**config.mk**
```make
export PLATFORM = sky130hd
export DESIGN_NAME = seq_pattern_gen_flat
export DESIGN_NICKNAME = d
export VERILOG_FILES = /design/src/rtl/seq_gen_pkg.sv /design/src/rtl/seq_pattern_gen_if.sv /design/src/rtl/seq_down_cnt.sv /design/src/rtl/seq_pattern_gen.sv /design/src/flat_wrapper.sv
export SDC_FILE = /design/constraint.sdc
export NUM_CORES = 1
export LEC_CHECK = 0
export ABC_AREA = 0
export BUFFER_PORTS_ARGS = -buffer_cell sky130_fd_sc_hd__buf_2
export CAP_MARGIN = 25
export CORE_MARGIN = 1.5
export CORE_UTILIZATION = 54
export CTS_CLUSTER_DIAMETER = 100
export DETAILED_ROUTE_END_ITERATION = 16
export PLACE_DENSITY_LB_ADDON = 0.08
export SKIP_CTS_REPAIR_TIMING = 1
export SYNTH_ARGS = -nofsm -noshare
export SYNTH_HDL_FRONTEND = slang
export SYNTH_SLANG_ARGS = --single-unit
```
**constraint.sdc**
```tcl
create_clock -name clk -period 2.6 [get_ports clk]
set_input_delay 0.13 -clock clk [delete_from_list [all_inputs] [get_ports clk]]
set_output_delay 0.13 -clock clk [all_outputs]
set_load 0.05 [all_outputs]
```
**src/rtl/seq_gen_pkg.sv**
```systemverilog
// rtl/seq_gen_pkg.sv - shared types, defaults and helpers for the serial pattern generator
package seq_gen_pkg;

  localparam int DEF_PAT_W = 8;
  localparam int DEF_LEN_W = 4;
  localparam int DEF_REP_W = 4;
  localparam int DEF_GAP_W = 4;

  typedef enum logic [1:0] {
    IDLE = 2'd0,
    SEND = 2'd1,
    GAP  = 2'd2,
    DONE = 2'd3
  } state_e;

  // Requested lengths above the pattern register width are sent as a full-width pattern.
  function automatic int unsigned clamp_len(input int unsigned len, input int unsigned max_len);
    return (len > max_len) ? max_len : len;
  endfunction

endpackage

```
**src/rtl/seq_pattern_gen_if.sv**
```systemverilog
// rtl/seq_pattern_gen_if.sv - control/serial-output bundle of the pattern generator
// master: stimulus side (drives start/pattern/pat_len/rep_cnt/gap_len/abort)
// slave : generator side (drives data_out/out_valid/busy/done)
interface seq_pattern_gen_if
  import seq_gen_pkg::*;
#(
  parameter int PAT_W = DEF_PAT_W,
  parameter int LEN_W = DEF_LEN_W,
  parameter int REP_W = DEF_REP_W,
  parameter int GAP_W = DEF_GAP_W
);
  logic             start;
  logic [PAT_W-1:0] pattern;
  logic [LEN_W-1:0] pat_len;
  logic [REP_W-1:0] rep_cnt;
  logic [GAP_W-1:0] gap_len;
  logic             abort;
  logic             data_out;
  logic             out_valid;
  logic             busy;
  logic             done;

  modport master (
    output start, pattern, pat_len, rep_cnt, gap_len, abort,
    input  data_out, out_valid, busy, done
  );

  modport slave (
    input  start, pattern, pat_len, rep_cnt, gap_len, abort,
    output data_out, out_valid, busy, done
  );
endinterface

```
**src/rtl/seq_down_cnt.sv**
```systemverilog
// rtl/seq_down_cnt.sv - loadable down-counter with zero flag
// clk, rst_n : clock, asynchronous active-low reset
// load       : load load_val (wins over dec)
// dec        : decrement by one; holds at zero
// count/zero : current value and count==0 flag
module seq_down_cnt #(
  parameter int W = 4
) (
  input  logic         clk,
  input  logic         rst_n,
  input  logic         load,
  input  logic [W-1:0] load_val,
  input  logic         dec,
  output logic [W-1:0] count,
  output logic         zero
);
  logic [W-1:0] count_q, count_d;

  assign zero  = (count_q == '0);
  assign count = count_q;

  always_comb begin
    count_d = count_q;
    if (load) begin
      count_d = load_val;
    end else if (dec && !zero) begin
      count_d = count_q - W'(1);
    end
  end

  always_ff @(posedge clk or negedge rst_n) begin
    if (!rst_n) begin
      count_q <= '0;
    end else begin
      count_q <= count_d;
    end
  end
endmodule

```
**src/rtl/seq_pattern_gen.sv**
```systemverilog
// rtl/seq_pattern_gen.sv - serial pattern transmitter, MSB-first, with repeat count and idle gap
// clk : clock, rising edge
// rst : asynchronous active-low reset
// bus : seq_pattern_gen_if.slave (start/pattern/pat_len/rep_cnt/gap_len/abort in,
//       data_out/out_valid/busy/done out, all outputs registered)
module seq_pattern_gen
  import seq_gen_pkg::*;
#(
  parameter int PAT_W = DEF_PAT_W,
  parameter int LEN_W = DEF_LEN_W,
  parameter int REP_W = DEF_REP_W,
  parameter int GAP_W = DEF_GAP_W
) (
  input  logic             clk,
  input  logic             rst,
  seq_pattern_gen_if.slave bus
);
  state_e           state_q, state_d;
  logic [PAT_W-1:0] pattern_q, pattern_d;
  logic [LEN_W-1:0] len_q, len_d;
  logic [GAP_W-1:0] gap_q, gap_d;
  logic             data_out_q, data_out_d;
  logic             out_valid_q, out_valid_d;
  logic             busy_q, busy_d;
  logic             done_q, done_d;

  logic             idx_load, idx_dec, idx_zero;
  logic [LEN_W-1:0] idx_val, idx_count;
  logic             rep_load, rep_dec, rep_zero;
  logic [REP_W-1:0] rep_val, rep_count;
  logic             gap_load, gap_dec, gap_zero;
  logic [GAP_W-1:0] gap_val, gap_count;

  logic [LEN_W-1:0] len_clamped;
  logic             cur_bit;

  seq_down_cnt #(.W(LEN_W)) u_idx_cnt (
    .clk(clk), .rst_n(rst), .load(idx_load), .load_val(idx_val),
    .dec(idx_dec), .count(idx_count), .zero(idx_zero)
  );

  // Holds the number of copies still to send after the current one.
  seq_down_cnt #(.W(REP_W)) u_rep_cnt (
    .clk(clk), .rst_n(rst), .load(rep_load), .load_val(rep_val),
    .dec(rep_dec), .count(rep_count), .zero(rep_zero)
  );

  // Loaded with gap-1 so the zero flag marks the final idle cycle.
  seq_down_cnt #(.W(GAP_W)) u_gap_cnt (
    .clk(clk), .rst_n(rst), .load(gap_load), .load_val(gap_val),
    .dec(gap_dec), .count(gap_count), .zero(gap_zero)
  );

  // Copy and gap progress are decided from the zero flags alone.
  logic unused_counts;
  assign unused_counts = ^{rep_count, gap_count};

  assign len_clamped = LEN_W'(clamp_len(32'(bus.pat_len), PAT_W));

  always_comb begin
    cur_bit = 1'b0;
    for (int i = 0; i < PAT_W; i++) begin
      if (idx_count == LEN_W'(i)) begin
        cur_bit = pattern_q[i];
      end
    end
  end

  // Outputs lag the state by one edge: the edge that leaves IDLE only loads the
  // shadows, each SEND/GAP edge registers the bit/idle cycle it represents, and
  // the DONE edge registers the done pulse.
  always_comb begin
    state_d     = state_q;
    pattern_d   = pattern_q;
    len_d       = len_q;
    gap_d       = gap_q;
    data_out_d  = 1'b0;
    out_valid_d = 1'b0;
    busy_d      = 1'b0;
    done_d      = 1'b0;
    idx_load    = 1'b0;
    idx_dec     = 1'b0;
    idx_val     = len_q - LEN_W'(1);
    rep_load    = 1'b0;
    rep_dec     = 1'b0;
    rep_val     = bus.rep_cnt;
    gap_load    = 1'b0;
    gap_dec     = 1'b0;
    gap_val     = gap_q - GAP_W'(1);

    case (state_q)
      IDLE: begin
        // done_q high means this is the done-pulse cycle, where start is ignored.
        if (bus.start && (bus.pat_len != '0) && !done_q) begin
          pattern_d = bus.pattern;
          len_d     = len_clamped;
          gap_d     = bus.gap_len;
          idx_load  = 1'b1;
          idx_val   = len_clamped - LEN_W'(1);
          rep_load  = 1'b1;
          state_d   = SEND;
        end
      end
      SEND: begin
        if (bus.abort) begin
          state_d = IDLE;
        end else begin
          data_out_d  = cur_bit;
          out_valid_d = 1'b1;
          busy_d      = 1'b1;
          if (!idx_zero) begin
            idx_dec = 1'b1;
          end else if (!rep_zero) begin
            rep_dec = 1'b1;
            if (gap_q != '0) begin
              gap_load = 1'b1;
              state_d  = GAP;
            end else begin
              idx_load = 1'b1;
            end
          end else begin
            state_d = DONE;
          end
        end
      end
      GAP: begin
        if (bus.abort) begin
          state_d = IDLE;
        end else begin
          busy_d = 1'b1;
          if (gap_zero) begin
            idx_load = 1'b1;
            state_d  = SEND;
          end else begin
            gap_dec = 1'b1;
          end
        end
      end
      DONE: begin
        done_d  = 1'b1;
        state_d = IDLE;
      end
      default: state_d = IDLE;
    endcase
  end

  always_ff @(posedge clk or negedge rst) begin
    if (!rst) begin
      state_q     <= IDLE;
      pattern_q   <= '0;
      len_q       <= '0;
      gap_q       <= '0;
      data_out_q  <= 1'b0;
      out_valid_q <= 1'b0;
      busy_q      <= 1'b0;
      done_q      <= 1'b0;
    end else begin
      state_q     <= state_d;
      pattern_q   <= pattern_d;
      len_q       <= len_d;
      gap_q       <= gap_d;
      data_out_q  <= data_out_d;
      out_valid_q <= out_valid_d;
      busy_q      <= busy_d;
      done_q      <= done_d;
    end
  end

  assign bus.data_out  = data_out_q;
  assign bus.out_valid = out_valid_q;
  assign bus.busy      = busy_q;
  assign bus.done      = done_q;
endmodule

```
**src/flat_wrapper.sv**
```systemverilog
// flat-port wrapper written by rule: the top's interface ports become plain ports
module seq_pattern_gen_flat import seq_gen_pkg::*;
#(
  parameter int PAT_W = DEF_PAT_W,
  parameter int LEN_W = DEF_LEN_W,
  parameter int REP_W = DEF_REP_W,
  parameter int GAP_W = DEF_GAP_W
)
  (clk, rst, bus_start, bus_pattern, bus_pat_len, bus_rep_cnt, bus_gap_len, bus_abort, bus_data_out, bus_out_valid, bus_busy, bus_done);
  seq_pattern_gen_if #(.PAT_W(PAT_W), .LEN_W(LEN_W), .REP_W(REP_W), .GAP_W(GAP_W)) bus_i ();
  input  logic clk;
  input  logic rst;
  input wire logic [$bits(bus_i.start)-1:0] bus_start;
  input wire logic [$bits(bus_i.pattern)-1:0] bus_pattern;
  input wire logic [$bits(bus_i.pat_len)-1:0] bus_pat_len;
  input wire logic [$bits(bus_i.rep_cnt)-1:0] bus_rep_cnt;
  input wire logic [$bits(bus_i.gap_len)-1:0] bus_gap_len;
  input wire logic [$bits(bus_i.abort)-1:0] bus_abort;
  output wire logic [$bits(bus_i.data_out)-1:0] bus_data_out;
  output wire logic [$bits(bus_i.out_valid)-1:0] bus_out_valid;
  output wire logic [$bits(bus_i.busy)-1:0] bus_busy;
  output wire logic [$bits(bus_i.done)-1:0] bus_done;
  assign bus_i.start = bus_start;
  assign bus_i.pattern = bus_pattern;
  assign bus_i.pat_len = bus_pat_len;
  assign bus_i.rep_cnt = bus_rep_cnt;
  assign bus_i.gap_len = bus_gap_len;
  assign bus_i.abort = bus_abort;
  assign bus_data_out = bus_i.data_out;
  assign bus_out_valid = bus_i.out_valid;
  assign bus_busy = bus_i.busy;
  assign bus_done = bus_i.done;
  seq_pattern_gen #(.PAT_W(PAT_W), .LEN_W(LEN_W), .REP_W(REP_W), .GAP_W(GAP_W)) u_core (.clk(clk), .rst(rst), .bus(bus_i));
endmodule
```
* Word-level counts from Yosys, hierarchy flattened *
Cells that the tools add are included.

word-level totals
  register bits = 34
  word-level logic and storage cells = 108

operators by class
  $add $sub $neg = 6
  order comparisons = 1
  eq/ne operators = 14
  mux-type cells = 55
  reductions and logical operators = 21

operators by type and width
  operator                                          number
  2-to-1 mux 1 bit                                  37
  2-to-1 mux 4 bit                                  9
  subtractor 4 x 1 -> 4 bit, second input constant  6
  == test 4 x 3 -> 1 bit, second input constant     4
  2-to-1 mux 2 bit                                  7
  zero test 4 bit                                   3
  == test 4 x 2 -> 1 bit, second input constant     2
  one-hot mux 2 bit (4 select lines)                1
  nonzero test 4 bit                                2
  nonzero test 2 bit                                3
  logical AND 1 bit                                 5
  == test 2 bit, second input constant              2
  == test 4 x 1 -> 1 bit, second input constant     1
  > comparator 4 bit, second input constant         1
  zero test 1 bit                                   4
  != test 4 x 2 -> 1 bit, second input constant     1
  AND reduction 4 bit                               1
  != test 3 x 2 -> 1 bit, second input constant     1
  != test 3 bit, second input constant              1
  one-hot mux 1 bit (3 select lines)                1
  == test 2 x 1 -> 1 bit, second input constant     1
  zero test 2 bit                                   1
  != test 2 x 1 -> 1 bit, second input constant     1
  AND reduction 2 bit                               1
  OR reduction 2 bit                                1

* Depth between registers and ports, before layout *
Gate-level depths: netlist of run 1.

  depth after elaboration = 11
  depth in mapped cells = 11
  gate-level depth less buffers = 10

* Modules after synthesis *
From an unflattened synthesis of run 1, not the netlist that was laid out.

second synthesis, totals
  cells, all modules = 183
  area total of the unflattened synthesis = 2087.0 µm²

modules (own cells, without submodules)
  module           times used  cells each  area an instance (µm²)  sequential area each (µm²)
  seq_pattern_gen  1           102         1276.2                  550.5
  seq_down_cnt     3           27          270.3                   100.1

* Least setup slack after synthesis of run 1 *
OpenSTA, ideal clock, no wires.

  path type = register to register
  start = register u_core.u_idx_cnt.count_q[0] (netlist: u_core.u_idx_cnt.count[0])
  end = register u_core.u_gap_cnt.count_q[2] (netlist: u_core.u_gap_cnt.count[2])
  library setup time = 0.139 ns
  data arrival time = 2.046 ns
  data required time = 2.461 ns
  setup slack = 0.415 ns
  cell stages (with the launch flop) = 10
  buffers on the path = 0
  path through = dfrtp_1 -> inv_1 -> ha_1 -> or3b_4 -> nor3_4 -> a22oi_1 -> ha_1 -> nor3_1 -> a21o_1 -> a32oi_1

between the ends
  word-level cells in the longest chain between the ends = 5
  elaborated cells on any way between the ends = 6

ends and longest elaborated chain
  item                                                           RTL line                text
  start: declaration                                             seq_down_cnt.sv:17      logic [W-1:0] count_q, count_d;
  start signal: assignment                                       seq_down_cnt.sv:35      count_q <= count_d;
  zero test 4 bit (*)                                            seq_down_cnt.sv:19      assign zero = (count_q == '0);
  2-to-1 mux 1 bit (*)                                           seq_pattern_gen.sv:111  if (!idx_zero) begin
  2-to-1 mux 1 bit (*)                                           seq_pattern_gen.sv:105  if (bus.abort) begin
  2-to-1 mux 1 bit (*)                                           seq_pattern_gen.sv:91   case (state_q)
  2-to-1 mux 4 bit / nonzero test 2 bit (equally long branches)  -
  end signal: assignment                                         seq_down_cnt.sv:35
  end: declaration                                               seq_down_cnt.sv:17

Every way passes the cells marked *; elsewhere a longest branch is shown, timed or not.
A chain may end at the register's enable or synchronous reset.

* Worst setup path after layout of run 1 *
Same ends and word-level chain as after synthesis.

==> results of run 1 <==
-- worst register-to-register path: cells and delay by family, from the launching register on --
family	cells	cell delay [ps]
AND/OR/NAND/NOR	4	890
adder cells (fa/ha/maj)	2	450
AO/OA/AOI/OAI	2	460
buffers and inverters	1	120
flip-flops	1	440
-- per-stage QoR --
stage,hold slack (ps),std cells,utilization (%),TNS (ps)
3_5_place_dp,244.5,270,63.75,0
2_1_floorplan,-165.6,195,-,0
5_1_grt,1.183,286,68.07,-16.04
3_3_place_gp,224.8,270,63.75,0
6_report,-23.51,286,68.07,0
4_1_cts,-129.3,277,65.08,0
-- worst max-delay path by stage --
stage	cells past startpoint	slack, ps	from	to
after CTS	9	190	u_core.u_idx_cnt.count[0]$_DFFE_PN0P_	u_core.u_gap_cnt.count[2]$_DFFE_PN0P_
after global placement	9	420	u_core.u_idx_cnt.count[0]$_DFFE_PN0P_	u_core.u_gap_cnt.count[2]$_DFFE_PN0P_
after global routing	9	-20	u_core.u_idx_cnt.count[0]$_DFFE_PN0P_	u_core.u_gap_cnt.count[2]$_DFFE_PN0P_
final	9	180	u_core.u_idx_cnt.count[0]$_DFFE_PN0P_	u_core.u_gap_cnt.count[2]$_DFFE_PN0P_
after detailed placement	9	220	u_core.u_idx_cnt.count[0]$_DFFE_PN0P_	u_core.u_gap_cnt.count[2]$_DFFE_PN0P_
after floorplan	9	420	u_core.u_idx_cnt.count[0]$_DFFE_PN0P_	u_core.u_gap_cnt.count[2]$_DFFE_PN0P_
-- power groups by stage --
stage                     Combinational [mW]  Sequential (mW)  Clock [mW]
after CTS                               1.14            0.985       0.275
after global routing                    1.29             1.04       0.297
after floorplan                        0.817             1.01           0
after global placement                  1.09            0.978           0
final                                   1.15            0.998       0.265
after detailed placement                1.14            0.996           0
-- metal layers --
layer / global-route usage [%] / up-vias / part of all wire, %
li1: - / 769 / -
met1: 27.13 / 771 / 45
met2: 36.97 / 43 / 50
met3: 5.586 / 6 / 4.2
met4: 7.778 / 0 / 1.3
met5: 0 / - / 0
-- cells in the final DEF (no fill, tap or decap), types with 3 or more instances in the layout --
master	n
nor2b_1	3
nand4_1	4
buf_2	27
nor3_1	7
clkbuf_4	5
nor2_1	3
nand2b_1	6
dlygate4sd3_1	8
buf_4	8
xor2_1	6
mux2_2	4
inv_1	8
ha_1	12
mux2i_1	12
dfrtp_1	34
o21ai_0	5
xnor2_1	3
nand2_1	48
-- flip-flops by register name, indices dropped and copies added, names as in the netlist --
name / cells
u_core.state_q: 2
u_core.u_rep_cnt.count: 4
u_core.u_idx_cnt.count: 4
u_core.u_gap_cnt.count: 4
u_core.pattern_q: 8
u_core.bus.data_out: 1
u_core.bus.out_valid: 1
u_core.gap_q: 4
u_core.len_q: 4
u_core.bus.done: 1
u_core.bus.busy: 1
-- layout make-up --
cell class                      count  area share (%)
Clock buffer                        7           1.952
Inverter                            9           1.464
Multi-Input combinational cell    147           45.28
Sequential cell                    34           36.88
Tap cell                           46           2.495
Timing Repair Buffer               43           11.93
-- logic make-up after synthesis --
family / Yosys count / synth area share (%)
buffers and inverters: 14 / 2.905
and+or+nand+nor: 87 / 23.31
DFF: 34 / 43.90
muxes: 16 / 8.522
xor gates and xnor gates: 9 / 4.067
adders and majority gates: 13 / 8.393
AOI/OAI and AO/OA: 22 / 8.909
==> results.tsv, run 1 <==
stage	metric	value	unit
clocking	clock transition at the registers of the reported paths	100	ps
flow_run	number of max-capacitance violations reported	0	
pwr	relative contribution of sequential cells to total power	41.3	%
pwr	relative contribution of the clock network to total power	11.0	%
pwr	peak ir drop on the vdd network	0.4828	mV
logic_synthesis	netlist area before placement	0.001938	sq mm
place	area after detailed placement	0.002161	sq mm
min_path	WHS Endpoint	u_core.pattern_q[5]$_DFFE_PN0P_	
critical_path	Crit Path Max Fanout	7	
min_path	worst hold path depth	3	
clocking	number of buffers on the longest clock path	2	
sta	WHS	-23.51	ps
outcome	run status	finished with violations	
floorplan	Std-Cell Core Area	0.003390	sq mm
drt	via-per-instance ratio	5.556	
critical_path	Worst Path Required	2850	ps
drt	antenna-violating nets left	0	
global_route	Overall Global Routing Usage	21.94	%
final_layout	area taken by multi-input logic gates	0.001045	sq mm
sta	post-route setup slack	175.8	ps
logic_synthesis	Top FF cell, synth	dfrtp_1	
final_layout	total number of nets in the final design	277	
sta	part of the cycle the worst path needs	93.24	%
drt	DRC Markers	0	
final_layout	share of layout cells above drive strength 1	22.50	%
logic_synthesis	total number of yosys warnings	0	
final_layout	final-layout fill cell count	278	
logic_synthesis	cell type with the largest total area after synthesis	dfrtp_1	
pwr	net switching power figure	1.015	mW
sta	final hold violation count	5	
logic_synthesis	Avg Cell Area, Syn	9.939	sq um
pwr	switch share	42.00	%
critical_path	cell family with most CP delay	simple AND/OR/NAND/NOR gates	
sta	worst clock skew	14.62	ps
drt	number of DRC markers after the initial detailed-route iteration	116	
critical_path	Slowest cell on crit path	dfrtp_1	
sta	achievable frequency	0.4125	GHz
final_layout	area used by sequential logic in the layout	850.8	sq um
logic_synthesis	number of distinct standard cells referenced by the synthesized netlist	43	
pwr	cell internal power dissipation	1.402	mW
logic_synthesis	gate count after technology mapping	195	
drt	average wire per cell in the routed design	14.07	um
drt	number of detailed-routing iterations run before antenna repair	4	
drt	sum of routed wire length over all layers	4.023	mm
logic_synthesis	fraction of synthesized cell area taken by the top area cell type	43.90	%
floorplan	Starting Density	57.18	%
critical_path	worst endpoint data arrival time	2680	ps
critical_path	minimum setup slack among reg-to-reg paths	180	ps
global_route	initial antenna violation count	0	
clocking	Clk Latency, worst-skew pair	330	ps
sta	max-slew violation count	0	
pwr	Combinational Power Share	47.7	%
place	HPWL after detailed placement	2.943	mm
place	final estimated routing congestion in global placement	0.9272	
logic_synthesis	ranking of synthesized cells by instance count	nand2_1, dfrtp_1, ha_1	
sta	final period demand of the worst path	2424	ps
sta	worst max-slew margin expressed relative to the limit	49.28	%
floorplan	Core Rows	21	
critical_path	cell-by-cell trace of the critical path	inv_1 -> ha_1 -> nor3b_4 -> nand4_1 -> a22oi_1 -> ha_2 -> nand2_1 -> or3_1 -> a32oi_1	
logic_synthesis	net count after synthesis	232	
clocking	clock tree from TritonCTS	built	
critical_path	terminus of the critical flop-to-flop path	u_core.u_gap_cnt.count[2]$_DFFE_PN0P_	
floorplan	Vert. Die Dim	62.91	um
place	IO Port Bufs	27	
critical_path	FF-to-FF path depth	9	
pwr	total chip power	2.417	mW
critical_path	CP peak stage delay	440	ps
global_route	wire length of the first global-routing pass	6.741	mm
final_layout	antenna fix cells	0	
sta	Setup-failing EPs final	0	
global_route	maximum number of pins on one net before global-route repair	35	
global_route	grt total ovfl	0	
global_route	via count of the first global-routing pass	1513	
logic_synthesis	number of synthesized flops with an enable pin	0	
critical_path	worst reg2reg path startpoint	u_core.u_idx_cnt.count[0]$_DFFE_PN0P_	
sta	Slew @ Worst Pin	760.8	ps
pwr	Pwr Density	1048	mW/mm^2
final_layout	post-route cell area	0.002307	sq mm
pwr	leakage power	1.117	nW
clocking	Num CTS Buffers	5	
clocking	clk sink count	34	
min_path	startpoint of the most critical hold path	bus_pattern[5]	
final_layout	Area growth syn-to-layout	19.04	%
critical_path	Critical Path End Type	register	
logic_synthesis	leading cell type by number of instances after synthesis	nand2_1	
logic_synthesis	number of flip-flops and latches in the synthesized netlist	34	
outcome	violations in the final reports	hold timing	
floorplan	Total Die Area	0.003958	sq mm
floorplan	Die Width	62.91	um
logic_synthesis	sequential area share after synthesis	43.90	%
floorplan	boundary pin count	28	
logic_synthesis	Synth area leaders	dfrtp_1, nand2_1, ha_1, mux2i_1, xor2_1	
min_path	HP Class	input pin to register	
critical_path	crit start category	register	
critical_path	Worst Path Buf+Inv	1	
drt	number of vias after detailed routing	1589	
clocking	CTS H-Tree Depth	2	
clocking	clk root buf	clkbuf_4	
logic_synthesis	share of synthesized registers carrying an async set or reset	100.0	%
critical_path	kind of critical path	register to register	
place	worst-case setup slack after placement	216.2	ps
Power figures use the tool's default switching activity.
==> inputs of run 2 (changes only) <==
==> constraint.sdc (replaced) <==
create_clock -name clk -period 2.6 [get_ports clk]
set_input_delay 0.52 -clock clk [delete_from_list [all_inputs] [get_ports clk]]
set_output_delay 0.52 -clock clk [all_outputs]
set_load 0.05 [all_outputs]
==> results.tsv, run 2 (synthesis results as in run 1) <==
stage	metric	value	unit	change
global_route	via count of the first global-routing pass	1527		was 1513
clocking	Clk Latency, worst-skew pair	340	ps	was 330 ps
global_route	wire length of the first global-routing pass	6.941	mm	was 6.741 mm
sta	worst clock skew	10.24	ps	was 14.62 ps
sta	final period demand of the worst path	2347	ps	was 2424 ps
global_route	grt total ovfl	0		unchanged
final_layout	final-layout fill cell count	285		was 278
pwr	relative contribution of the clock network to total power	12.4	%	was 11.0%
floorplan	boundary pin count	28		unchanged
drt	number of detailed-routing iterations run before antenna repair	4		unchanged
global_route	Overall Global Routing Usage	22.82	%	was 21.94%
critical_path	crit start category	register		unchanged
critical_path	Slowest cell on crit path	dfrtp_1		unchanged
clocking	clock tree from TritonCTS	built		unchanged
sta	worst max-slew margin expressed relative to the limit	50.21	%	was 49.28%
critical_path	kind of critical path	register to register		unchanged
critical_path	terminus of the critical flop-to-flop path	u_core.u_gap_cnt.count[2]$_DFFE_PN0P_		unchanged
pwr	cell internal power dissipation	1.426	mW	was 1.402 mW
floorplan	Starting Density	57.18	%	unchanged
final_layout	Area growth syn-to-layout	14.98	%	was 19.04%
final_layout	post-route core utilization	65.74	%	was 68.07%
global_route	maximum number of pins on one net before global-route repair	35		unchanged
clocking	clock transition at the registers of the reported paths	100	ps	about the same
place	HPWL after detailed placement	3.135	mm	was 2.943 mm
outcome	run status	finished clean		was finished with violations
flow_run	number of max-capacitance violations reported	0		unchanged
critical_path	worst reg2reg path startpoint	u_core.u_idx_cnt.count[0]$_DFFE_PN0P_		unchanged
min_path	HP Class	input pin to async pin		was input pin to register
sta	Setup-failing EPs final	0		unchanged
critical_path	CP dominant cell by count	ha_1		
final_layout	most common cell after layout, fill and taps aside	nand2_1		unchanged
sta	WHS	235.6	ps	was -23.51 ps
clocking	clk sink count	34		unchanged
drt	antenna-violating nets left	0		unchanged
final_layout	register with the most flip-flops	u_core.pattern_q		unchanged
clocking	Num CTS Buffers	5		unchanged
drt	average wire per cell in the routed design	14.47	um	was 14.07 um
clocking	CTS H-Tree Depth	2		unchanged
final_layout	total number of nets in the final design	269		was 277
sta	max-slew violation count	0		unchanged
critical_path	Worst Path Required	2860	ps	was 2850 ps
pwr	relative contribution of sequential cells to total power	40.3	%	was 41.3%
clocking	number of buffers on the longest clock path	2		unchanged
place	instance count after placement with tap cells included	271		was 270
sta	Final TNS setup	0	ps	unchanged
critical_path	Worst Path Buf+Inv	1		unchanged
pwr	switch share	41.98	%	was 42.00%
critical_path	Crit Path Max Fanout	7		unchanged
pwr	net switching power figure	1.032	mW	was 1.015 mW
sta	Slew @ Worst Pin	746.9	ps	was 760.8 ps
floorplan	Core Rows	21		unchanged
drt	via-per-instance ratio	5.584		was 5.556
floorplan	Std-Cell Core Area	0.003390	sq mm	unchanged
sta	part of the cycle the worst path needs	90.29	%	was 93.24%
drt	number of DRC markers after the initial detailed-route iteration	127		was 116
global_route	initial antenna violation count	0		unchanged
drt	sum of routed wire length over all layers	4.038	mm	was 4.023 mm
place	final estimated routing congestion in global placement	0.8137		was 0.9272
floorplan	Vert. Die Dim	62.91	um	unchanged
floorplan	Total Die Area	0.003958	sq mm	unchanged
final_layout	max reg flops	8		unchanged
clocking	clk root buf	clkbuf_4		unchanged
pwr	Combinational Power Share	47.3	%	was 47.7%
final_layout	share of layout cells above drive strength 1	23.18	%	was 22.50%
final_layout	area taken by multi-input logic gates	0.001031	sq mm	was 0.001045 sq mm
critical_path	cell family with most CP delay	simple AND/OR/NAND/NOR gates		unchanged
critical_path	FF-to-FF path depth	9		unchanged
final_layout	antenna fix cells	0		unchanged
drt	number of vias after detailed routing	1558		was 1589
pwr	leakage power	1.092	nW	was 1.117 nW
critical_path	CP peak stage delay	450	ps	was 440 ps
drt	DRC Markers	0		unchanged
pwr	Pwr Density	1103	mW/mm^2	was 1048 mW/mm^2
sta	final hold violation count	0		was 5
final_layout	commonest cells after routing, fill and taps aside	nand2_1, dfrtp_1, buf_2		unchanged
critical_path	cell-by-cell trace of the critical path	inv_1 -> ha_1 -> nor3b_2 -> nand4_1 -> a22oi_1 -> ha_1 -> nand2_1 -> or3_1 -> a32oi_1		was inv_1 -> ha_1 -> nor3b_4 -> nand4_1 -> a22oi_1 -> ha_2 -> nand2_1 -> or3_1 -> a32oi_1
sta	unrepaired setup endpoints after global routing	false		
critical_path	Critical Path End Type	register		unchanged
final_layout	Layout Cells excl Fill	279		was 286
final_layout	area used by sequential logic in the layout	850.8	sq um	unchanged
critical_path	minimum setup slack among reg-to-reg paths	250	ps	was 180 ps
pwr	peak ir drop on the vdd network	0.4850	mV	was 0.4828 mV
critical_path	worst endpoint data arrival time	2610	ps	was 2680 ps
place	IO Port Bufs	27		unchanged
sta	achievable frequency	0.4260	GHz	was 0.4125 GHz
floorplan	Die Width	62.91	um	unchanged
critical_path	critical path startpoint	u_core.u_idx_cnt.count[0]$_DFFE_PN0P_		unchanged
## run 2: how the worst max path moves through the flow
stage | to | slack, ps | cells past startpoint
finish | u_core.u_gap_cnt.count[2]$_DFFE_PN0P_ | 250 | 9
global route | u_core.u_gap_cnt.count[2]$_DFFE_PN0P_ | 80 | 9
CTS | u_core.u_gap_cnt.count[2]$_DFFE_PN0P_ | 250 | 9
detailed placement | u_core.u_gap_cnt.count[2]$_DFFE_PN0P_ | 280 | 9
global placement | u_core.u_gap_cnt.count[2]$_DFFE_PN0P_ | 420 | 9
floorplan | u_core.u_gap_cnt.count[2]$_DFFE_PN0P_ | 420 | 9
## run 2: through the flow
stage                     setup slack (ps)  area [sq um]  power, mW
after floorplan                      415.2          1938      1.823
after global placement               416.7          2168      2.092
after detailed placement             275.5          2168      2.165
after CTS                            247.4          2228      2.473
after global routing                 78.98          2228      2.672
final                                252.5          2228      2.458
## run 2: routing by layer
layer  vias to the layer above  track usage, %  part of all wire [%]
met2                        39           38.30                    50
met5                         -               0                     0
met1                       749           28.22                    44
met3                         8           6.486                   5.0
li1                        762               -                     -
met4                         0           7.500                   1.4
## run 2: worst register-to-register path, cell delays in order, from the launching register on
cell	delay, ps
dfrtp_1	450
inv_1	110
ha_1	200
nor3b_2	210
nand4_1	280
a22oi_1	230
ha_1	220
nand2_1	70
or3_1	310
a32oi_1	200
## run 2: layout make-up
cell class / instances / area share [%]
multi-input cells: 147 / 46.27
flip-flops and latches: 34 / 38.18
clock buffers: 7 / 2.471
well taps: 46 / 2.583
repair buffers: 35 / 8.759
inverters: 9 / 1.516
clock inverters: 1 / 0.2246
## run 2: power groups by stage
stage	sequential [mW]	combinational [mW]	clock (mW)
2_1_floorplan	1.01	0.817	0
3_3_place_gp	0.982	1.11	0
3_5_place_dp	0.997	1.17	0
4_1_cts	0.987	1.17	0.312
5_1_grt	1.02	1.31	0.341
6_report	0.991	1.16	0.304
==> inputs of run 3 (changes only) <==
Settings changed: ABC_AREA 0 to 1, ABC_CLOCK_PERIOD_IN_PS from default to 2600.
==> results.tsv, run 3 <==
stage	metric	value	unit	change
outcome	run status	finished clean		unchanged
sta	final period demand of the worst path	2098	ps	was 2347 ps
final_layout	commonest cells after routing, fill and taps aside	nand2_1, inv_1, dfrtp_1		was nand2_1, dfrtp_1, buf_2
logic_synthesis	number of synthesized flops with an enable pin	0		unchanged
drt	number of detailed-routing iterations run before antenna repair	4		unchanged
sta	worst max-slew margin expressed relative to the limit	50.06	%	was 50.21%
logic_synthesis	multiplexer area fraction after synthesis	0	%	was 8.522%
global_route	grt total ovfl	0		unchanged
critical_path	terminus of the critical flop-to-flop path	u_core.u_gap_cnt.count[2]$_DFFE_PN0P_		unchanged
drt	number of vias after detailed routing	1674		was 1558
critical_path	cell family with most CP delay	simple AND/OR/NAND/NOR gates		unchanged
floorplan	boundary pin count	28		unchanged
logic_synthesis	share of synthesized registers carrying an async set or reset	100.0	%	unchanged
pwr	leakage power	1.230	nW	was 1.092 nW
floorplan	Die Width	65.49	um	was 62.91 um
logic_synthesis	gate count after technology mapping	258		was 195
critical_path	Critical Path End Type	register		unchanged
final_layout	most common cell after layout, fill and taps aside	nand2_1		unchanged
final_layout	share of layout cells above drive strength 1	21.11	%	was 23.18%
critical_path	cell-by-cell trace of the critical path	inv_1 -> ha_1 -> nand2_2 -> nor2_8 -> nand3_4 -> nor2_1 -> inv_1 -> nand2_2 -> inv_2 -> ha_1 -> or2_1 -> nand3_1 -> nand2_1		was inv_1 -> ha_1 -> nor3b_2 -> nand4_1 -> a22oi_1 -> ha_1 -> nand2_1 -> or3_1 -> a32oi_1
logic_synthesis	net count after synthesis	295		was 232
place	final estimated routing congestion in global placement	0.7977		was 0.8137
critical_path	Slowest cell on crit path	dfrtp_1		unchanged
critical_path	FF-to-FF path depth	13		was 9
critical_path	Crit Path Max Fanout	8		was 7
pwr	peak ir drop on the vdd network	0.5298	mV	was 0.4850 mV
logic_synthesis	number of flip-flops and latches in the synthesized netlist	34		unchanged
global_route	initial antenna violation count	0		unchanged
logic_synthesis	sequential area share after synthesis	40.36	%	was 43.90%
logic_synthesis	leading cell type by number of instances after synthesis	nand2_1		unchanged
logic_synthesis	dominant combinational cell family by area after synthesis	simple AND/OR/NAND/NOR gates		unchanged
critical_path	Worst Path Required	2770	ps	was 2860 ps
clocking	Num CTS Buffers	5		unchanged
final_layout	final-layout fill cell count	342		was 285
sta	Final TNS setup	0	ps	unchanged
critical_path	worst endpoint data arrival time	2270	ps	was 2610 ps
clocking	clock tree from TritonCTS	built		unchanged
clocking	CTS H-Tree Depth	2		unchanged
final_layout	max reg flops	8		unchanged
flow_run	number of max-capacitance violations reported	0		unchanged
final_layout	post-route core utilization	63.77	%	was 65.74%
critical_path	worst reg2reg path startpoint	u_core.u_idx_cnt.count[0]$_DFFE_PN0P_		unchanged
drt	antenna-violating nets left	0		unchanged
logic_synthesis	Synth Area in Compound Gates	11.57	%	was 8.909%
logic_synthesis	fraction of synthesized cell area taken by the top area cell type	40.36	%	was 43.90%
logic_synthesis	total number of yosys warnings	0		unchanged
clocking	Clk Latency, worst-skew pair	280	ps	was 340 ps
logic_synthesis	Top FF cell, synth	dfrtp_1		unchanged
sta	Setup-failing EPs final	0		unchanged
logic_synthesis	netlist area before placement	0.002108	sq mm	was 0.001938 sq mm
place	IO Port Bufs	27		unchanged
logic_synthesis	cell type with the largest total area after synthesis	dfrtp_1		unchanged
logic_synthesis	ranking of synthesized cells by instance count	nand2_1, inv_1, dfrtp_1		was nand2_1, dfrtp_1, ha_1
logic_synthesis	Avg Cell Area, Syn	8.172	sq um	was 9.939 sq um
sta	final hold violation count	0		unchanged
sta	worst clock skew	3.028	ps	was 10.24 ps
min_path	HP Class	input pin to async pin		unchanged
critical_path	CP peak stage delay	410	ps	was 450 ps
clocking	clk sink count	34		unchanged
global_route	via count of the first global-routing pass	1668		was 1527
logic_synthesis	number of distinct standard cells referenced by the synthesized netlist	31		was 43
final_layout	Area growth syn-to-layout	12.40	%	was 14.98%
clocking	clock transition at the registers of the reported paths	60	ps	was 100 ps
floorplan	Total Die Area	0.004288	sq mm	was 0.003958 sq mm
place	HPWL after detailed placement	2.990	mm	was 3.135 mm
floorplan	Core Rows	22		was 21
drt	sum of routed wire length over all layers	3.966	mm	was 4.038 mm
logic_synthesis	Synth area leaders	dfrtp_1, nand2_1, ha_1, inv_1, o21ai_0		was dfrtp_1, nand2_1, ha_1, mux2i_1, xor2_1
drt	via-per-instance ratio	4.967		was 5.584
drt	DRC Markers	0		unchanged
sta	unrepaired setup endpoints after global routing	false		unchanged
global_route	wire length of the first global-routing pass	7.079	mm	was 6.941 mm
global_route	Overall Global Routing Usage	21.24	%	was 22.82%
sta	Slew @ Worst Pin	749.1	ps	was 746.9 ps
critical_path	minimum setup slack among reg-to-reg paths	500	ps	was 250 ps
drt	average wire per cell in the routed design	11.77	um	was 14.47 um
floorplan	Vert. Die Dim	65.49	um	was 62.91 um
global_route	maximum number of pins on one net before global-route repair	35		unchanged
final_layout	antenna fix cells	0		unchanged
floorplan	Starting Density	56.73	%	was 57.18%
pwr	Pwr Density	1124	mW/mm^2	was 1103 mW/mm^2
logic_synthesis	xor and xnor area share after synthesis	2.493	%	was 4.067%
drt	number of DRC markers after the initial detailed-route iteration	81		was 127
clocking	clk root buf	clkbuf_8		was clkbuf_4
critical_path	kind of critical path	register to register		unchanged
clocking	number of buffers on the longest clock path	2		unchanged
logic_synthesis	fraction of the mapped netlist area in adder cells	7.715	%	was 8.393%
critical_path	Worst Path Buf+Inv	3		was 1
critical_path	crit start category	register		unchanged
final_layout	register with the most flip-flops	u_core.pattern_q		unchanged
sta	part of the cycle the worst path needs	80.70	%	was 90.29%
sta	achievable frequency	0.4766	GHz	was 0.4260 GHz
logic_synthesis	post-synthesis share of cell area spent on and, or, nand and nor gates	29.91	%	was 23.31%
sta	max-slew violation count	0		unchanged
final_layout	total number of nets in the final design	326		was 269
floorplan	Std-Cell Core Area	0.003716	sq mm	was 0.003390 sq mm
run 3: per-layer routing:
metal | up-vias | part of all wire, % | track usage, %
met3 | 4 | 3.6 | 4.623
met4 | 0 | 1.1 | 4.688
met5 | - | 0 | 0
li1 | 884 | - | -
met2 | 28 | 46 | 35.71
met1 | 758 | 49 | 28.16
run 3: final cells by class:
type	instances	area [sq um]	area share [%]
tap	48	60.06	2.534
sequential	34	850.8	35.90
clock buffer	7	76.32	3.221
timing repair buffer	28	142.6	6.019
multi-input combinational	180	1090	45.99
inverter	40	150.1	6.336
run 3: cells by family (layout without fill, tap and decap cells):
| group | Yosys count | in the layout |
|---|---|---|
| AOI/OAI and AO/OA | 42 | 42 |
| xor gates and xnor gates | 6 | 6 |
| adders and majority gates | 13 | 13 |
| buffers and inverters | 44 | 75 |
| DFF | 34 | 34 |
| and+or+nand+nor | 119 | 119 |
run 3: power breakdown:
part           switching [mW]  leakage (nW)  internal, mW  total [mW]
registers               0.168         0.424         0.777       0.945
logic                   0.874         0.768         0.490        1.36
clock network           0.172        0.0383         0.184       0.356
total                    1.21          1.23          1.45        2.66
run 3: per-stage QoR:
stage	worst slack (ps)	instance area, sq um	power (mW)	hold slack, ps	instances
floorplan	685.8	2108	2.021	224.4	258
global placement	603.8	2293	2.290	464.5	330
global route	316.2	2370	2.944	373.1	337
detailed placement	505.5	2293	2.317	467.7	330
finish	501.8	2370	2.665	305.0	337
CTS	487.7	2370	2.693	335.1	337
run 3: how the worst max path moves through the flow:
stage	start	to	slack, ps	cells after the start
finish	u_core.u_idx_cnt.count[0]$_DFFE_PN0P_	u_core.u_gap_cnt.count[2]$_DFFE_PN0P_	500	13
global route	u_core.u_idx_cnt.count[0]$_DFFE_PN0P_	u_core.u_gap_cnt.count[2]$_DFFE_PN0P_	320	13
floorplan	u_core.u_idx_cnt.count[0]$_DFFE_PN0P_	u_core.u_gap_cnt.count[2]$_DFFE_PN0P_	690	13
detailed placement	u_core.u_idx_cnt.count[0]$_DFFE_PN0P_	u_core.u_gap_cnt.count[2]$_DFFE_PN0P_	510	13
CTS	u_core.u_idx_cnt.count[0]$_DFFE_PN0P_	u_core.u_gap_cnt.count[2]$_DFFE_PN0P_	490	13
global placement	u_core.u_idx_cnt.count[0]$_DFFE_PN0P_	u_core.u_gap_cnt.count[2]$_DFFE_PN0P_	600	13
